**src/rtl/branch_resolve_unit.sv**
```systemverilog
// branch_resolve_unit: in-order prediction FIFO, mispredict detection, predictor update and flush (stats via BRU_STATS_EN)
module branch_resolve_unit #(
   parameter int DEPTH = 4
) (
   input  logic        CLK,
   input  logic        nRST,
   input  logic        if_push,
   input  logic [31:0] if_PC,
   input  logic        if_taken,
   input  logic [31:0] if_target,
   output logic        fifo_full,
   input  logic        ex_valid,
   input  logic        ex_is_branch,
   input  logic        ex_taken,
   input  logic [31:0] ex_target,
   output logic        br,
   output logic        br_result,
   output logic [31:0] brPC,
   output logic [31:0] braddr,
   output logic        flush,
   output logic [31:0] redirect_PC,
   output logic        err_underflow,
   output logic [31:0] stat_branches,
   output logic [31:0] stat_mispred
);
   localparam int AW = $clog2(DEPTH);
   localparam logic [AW:0] PTR_ONE = 1;
   logic [31:0] pc_q [DEPTH];
   logic [31:0] tg_q [DEPTH];
   logic [DEPTH-1:0] tk_q;
   logic [AW:0] wr_q, wr_d, rd_q, rd_d;
   logic empty, push, pop, e_tk, mis;
   logic [31:0] e_pc, e_tg;
   logic br_q, res_q, flush_q, err_q;
   logic [31:0] brpc_q, braddr_q, redir_q;
   assign empty     = wr_q == rd_q;
   assign fifo_full = (wr_q[AW] != rd_q[AW]) && (wr_q[AW-1:0] == rd_q[AW-1:0]);
   assign push      = if_push && !fifo_full && !flush_q;
   assign pop       = ex_valid && !flush_q;
   // popped entry (zero prediction on underflow), mispredict and next pointers; a flush empties the FIFO
   always_comb begin
      e_tk = empty ? 1'b0 : tk_q[rd_q[AW-1:0]];
      e_pc = empty ? 32'd0 : pc_q[rd_q[AW-1:0]];
      e_tg = empty ? 32'd0 : tg_q[rd_q[AW-1:0]];
      mis  = ex_is_branch ? (e_tk != ex_taken) || (e_tk && ex_taken && e_tg != ex_target) : e_tk;
      wr_d = flush_q ? '0 : push ? wr_q + PTR_ONE : wr_q;
      rd_d = flush_q ? '0 : (pop && !empty) ? rd_q + PTR_ONE : rd_q;
   end
   // prediction storage; contents are only read while the FIFO is non-empty
   always_ff @(posedge CLK) begin
      if (push) begin
         pc_q[wr_q[AW-1:0]] <= if_PC;
         tg_q[wr_q[AW-1:0]] <= if_target;
         tk_q[wr_q[AW-1:0]] <= if_taken;
      end
   end
   // pointers and registered resolve outputs; br/flush pulse, data outputs hold
   always_ff @(posedge CLK or negedge nRST) begin
      if (!nRST) begin
         wr_q     <= '0;
         rd_q     <= '0;
         br_q     <= 1'b0;
         res_q    <= 1'b0;
         flush_q  <= 1'b0;
         err_q    <= 1'b0;
         brpc_q   <= '0;
         braddr_q <= '0;
         redir_q  <= '0;
      end else begin
         wr_q    <= wr_d;
         rd_q    <= rd_d;
         br_q    <= pop && ex_is_branch;
         flush_q <= pop && mis;
         err_q   <= err_q || (pop && empty);
         if (pop) begin
            res_q    <= ex_taken;
            brpc_q   <= e_pc;
            braddr_q <= ex_target;
            redir_q  <= (ex_is_branch && ex_taken) ? ex_target : e_pc + 32'd4;
         end
      end
   end
   assign br            = br_q;
   assign br_result     = res_q;
   assign brPC          = brpc_q;
   assign braddr        = braddr_q;
   assign flush         = flush_q;
   assign redirect_PC   = redir_q;
   assign err_underflow = err_q;
`ifdef BRU_STATS_EN
   logic [31:0] nbr_q, nmis_q;
   // resolved-branch and mispredict counters, updated alongside the registered outputs
   always_ff @(posedge CLK or negedge nRST) begin
      if (!nRST) begin
         nbr_q  <= '0;
         nmis_q <= '0;
      end else begin
         if (pop && ex_is_branch) nbr_q <= nbr_q + 32'd1;
         if (pop && mis) nmis_q <= nmis_q + 32'd1;
      end
   end
   assign stat_branches = nbr_q;
   assign stat_mispred  = nmis_q;
`else
   assign stat_branches = 32'd0;
   assign stat_mispred  = 32'd0;
`endif
endmodule

```
**config.mk**
```make
export PLATFORM = sky130hd
export DESIGN_NAME = branch_resolve_unit
export DESIGN_NICKNAME = d
export VERILOG_FILES = /design/src/rtl/branch_resolve_unit.sv
export SDC_FILE = /design/constraint.sdc
export NUM_CORES = 1
export LEC_CHECK = 0
export ABC_AREA = 1
export CELL_PAD_IN_SITES_DETAIL_PLACEMENT = 1
export CELL_PAD_IN_SITES_GLOBAL_PLACEMENT = 1
export CORE_ASPECT_RATIO = 0.9
export CORE_MARGIN = 4
export CORE_UTILIZATION = 35
export DETAILED_ROUTE_END_ITERATION = 12
export HOLD_SLACK_MARGIN = 0.05
export PLACE_DENSITY_LB_ADDON = 0.08
export SYNTH_ARGS = -nofsm -noshare
export SYNTH_HDL_FRONTEND = slang
export SYNTH_SLANG_ARGS = --single-unit
```
**constraint.sdc**
```tcl
create_clock -name CLK -period 4.8 [get_ports CLK]
set_input_delay 0.72 -clock CLK [delete_from_list [all_inputs] [get_ports CLK]]
set_output_delay 0.72 -clock CLK [all_outputs]
set_load 0.01 [all_outputs]
```
==> metrics.csv <==
metric,value,unit
chipWidth,238,µm
end_kind,flop,
ys_types,41,
fill_cells,5285,
avgRoutedWirePerCell,21.0,µm
final_common_cell,nand2_1,
finalMaxSlewViolations,0,
grtUsageTotal,0.207,
cts_resized,0,
vias,12300,
grt_max_degree,92,
clock.fmax,0.287,GHz
max_stage_delay,0.67,ns
grt_pass1_vias,12500,
drive_above_1_share,0.0684,
synth_xor_area_frac,0.00419,
critPathMaxFanout,42,
place.gp.congestion,0.861,
firstDrtPassIters,5,
synth_top_area_frac,0.467,
worstPathArrival,3.94,ns
cellLeakagePower,8.48,nW
synth-compound-area-share,0.0778,
hp-class,primary input to asynchronous set/reset pin,
fin_skew,0.0141,ns
timing.slew.headroom,0.503,
diodes,0,
crit_chain,clkinv_2 -> nand2_1 -> a22oi_2 -> nand2_2 -> inv_1 -> ha_1 -> nand3_1 -> inv_1 -> nand2_1 -> nor2_1 -> nand2_1 -> nand2_1 -> nand3_1 -> nand2_1 -> nand2_1,
drcViolationCount,0,
power,13.6,mW
htree_levels,2,
fin_nets,2038,
setup_violations,0,
start_util,0.357,
cts_root_buffer,clkbuf_16,
core_area,46900,µm²
clk_path_buf_depth,3,
slowest_stage,dfrtp_4,
ys_warn_count,0,
cts_hold_buf,0,
mostFrequentLayoutCells,"551 x nand2_1, 260 x edfxtp_1, 202 x clkdlybuf4s50_1",
worst_ir_drop_vdd,0.000273,V
worst_pin_slew,0.738,ns
final_util,0.437,
syn_area_per_cell,9.62,µm²
routed_wl,54000,µm
path_buf_inv,3,
synth-adder-area-share,0.00523,
cts_tree,done,
numCtsBuffers,42,
boundaryPins,268,
ant_nets,0,
portBuffers,203,
via_per_inst,4.76,
cts.sinks,366,
ys_seq_elements,366,
die_y,215,µm
cp_top_family,simple AND/OR/NAND/NOR gates,
crit_top_cell,nand2_1,
hold_viol_final,0,
antenna_found_initial,0,
synth-simple-area-share,0.206,
synth_area_leaders,"edfxtp_1 47%, dfrtp_1 16%, nand2_1 12%",
synth_top_family_by_area,simple AND/OR/NAND/NOR gates,
syn_inst,1740,
final_area,20500,µm²
cp-start-kind,flop,
overflow,0,
drt_iter0_drc,793,
rows,75,
muxShareOfSynthArea,0,
power_density,666,nW/µm²
fin_crit_sh,0.727,
synth-seq-area-share,0.625,
dpl.hpwl,38800,µm
cts_setup_buffers,0,
areaGrowthSynthToFinish,22.5,%
syn-cell-area,16700,µm²
drv_cap,0,
clkSlewWorstSetupHoldPaths,0.06,ns
setup_tns,0,ns
critPathKind,flop to flop,
fin_crit,3.49,ns
status,finished clean,
critPathRequiredTime,5.25,ns
multi_input_area,5190,µm²
grt_pass1_wl,80100,µm
rsz0062_at_grt,no,
regArea,10500,µm²
clkLatencyLatePin,0.57,ns
ff2ff_path_depth,15,
synth.largest_area_cell,edfxtp_1,
dieArea,51400,µm²
cp.depth,15,
placed_cell_area,19100,µm²
[area by class of cell]
class / instances / area share
multi-input cells: 1180 / 0.253
well taps: 616 / 0.0376
inverters: 114 / 0.0209
flip-flops and latches: 366 / 0.511
repair buffers: 224 / 0.110
clock inverters: 20 / 0.0114
clock buffers: 54 / 0.0565
[per-layer routing]
metal	vias to the layer above	GRT usage	share of wire	wire length, µm
li1	5954	-	-	-
met1	5959	0.306	0.48	26200
met2	283	0.315	0.44	23900
met3	68	0.0388	0.050	2700
met4	0	0.0542	0.024	1290
met5	-	0	0	0
[Yosys cell counts (all sizes together)]
| master | count |
|---|---|
| nand3b | 4 |
| ha | 7 |
| nor3 | 1 |
| dfrtp | 106 |
| nand3 | 77 |
| xnor2 | 2 |
| edfxtp | 260 |
| o22ai | 11 |
| clkbuf | 29 |
| o21ai | 158 |
| a21oi | 51 |
| buf | 114 |
| o21a | 2 |
| o211ai | 5 |
| a31oi | 1 |
| xor2 | 6 |
| nand2 | 556 |
| o221ai | 1 |
| inv | 113 |
| or2 | 9 |
| nor2 | 213 |
| a22oi | 6 |
| o21bai | 3 |
| nand4 | 3 |
| conb | 1 |
| clkinv | 1 |
[registers in the layout, summed over array words and instances (netlist names), 3 cells and up]
signal / flops
brPC: 32
wr_q: 3
pc_q: 128
redirect_PC: 32
tg_q: 128
rd_q: 3
braddr: 32
tk_q: 4
[stage by stage]
| stage | instances | hold WS [ns] | setup slack [ns] |
|---|---|---|---|
| after floorplan | 1803 | 0.424 | 0.645 |
| after global placement | 2500 | 0.465 | 1.40 |
| after detailed placement | 2500 | 0.469 | 1.33 |
| after CTS | 2574 | 0.136 | 1.30 |
| after global routing | 2574 | 0.169 | 0.939 |
| final | 2574 | 0.144 | 1.31 |
[final timing paths]
check	from	end	slack, ns
worst min-delay path	nRST	brPC[5]	0.14
max in group asynchronous	nRST	braddr[7]	3.63
worst max-delay path	rd_q[0]	redirect_PC[22]	1.31
min in group CLK	redirect_PC[17]	redirect_PC[17]	0.48
worst min register to register	redirect_PC[17]	redirect_PC[17]	0.48
worst max register to register	rd_q[0]	redirect_PC[22]	1.31
[report_power, final]
group | switching [mW] | leakage, nW | internal, mW
logic | 3.91 | 4.12 | 1.85
clock network | 1.30 | 0.679 | 1.92
registers | 0.430 | 3.68 | 4.23
[logic make-up after synthesis]
kind of cell               count (synthesis)
and+or+nand+nor                          863
buffers and inverters                    257
DFF                                      366
AOI/OAI and AO/OA                        238
other                                      1
xor gates and xnor gates                   8
adders and majority gates                  7
No activity file was read; power rests on OpenSTA's default activity.
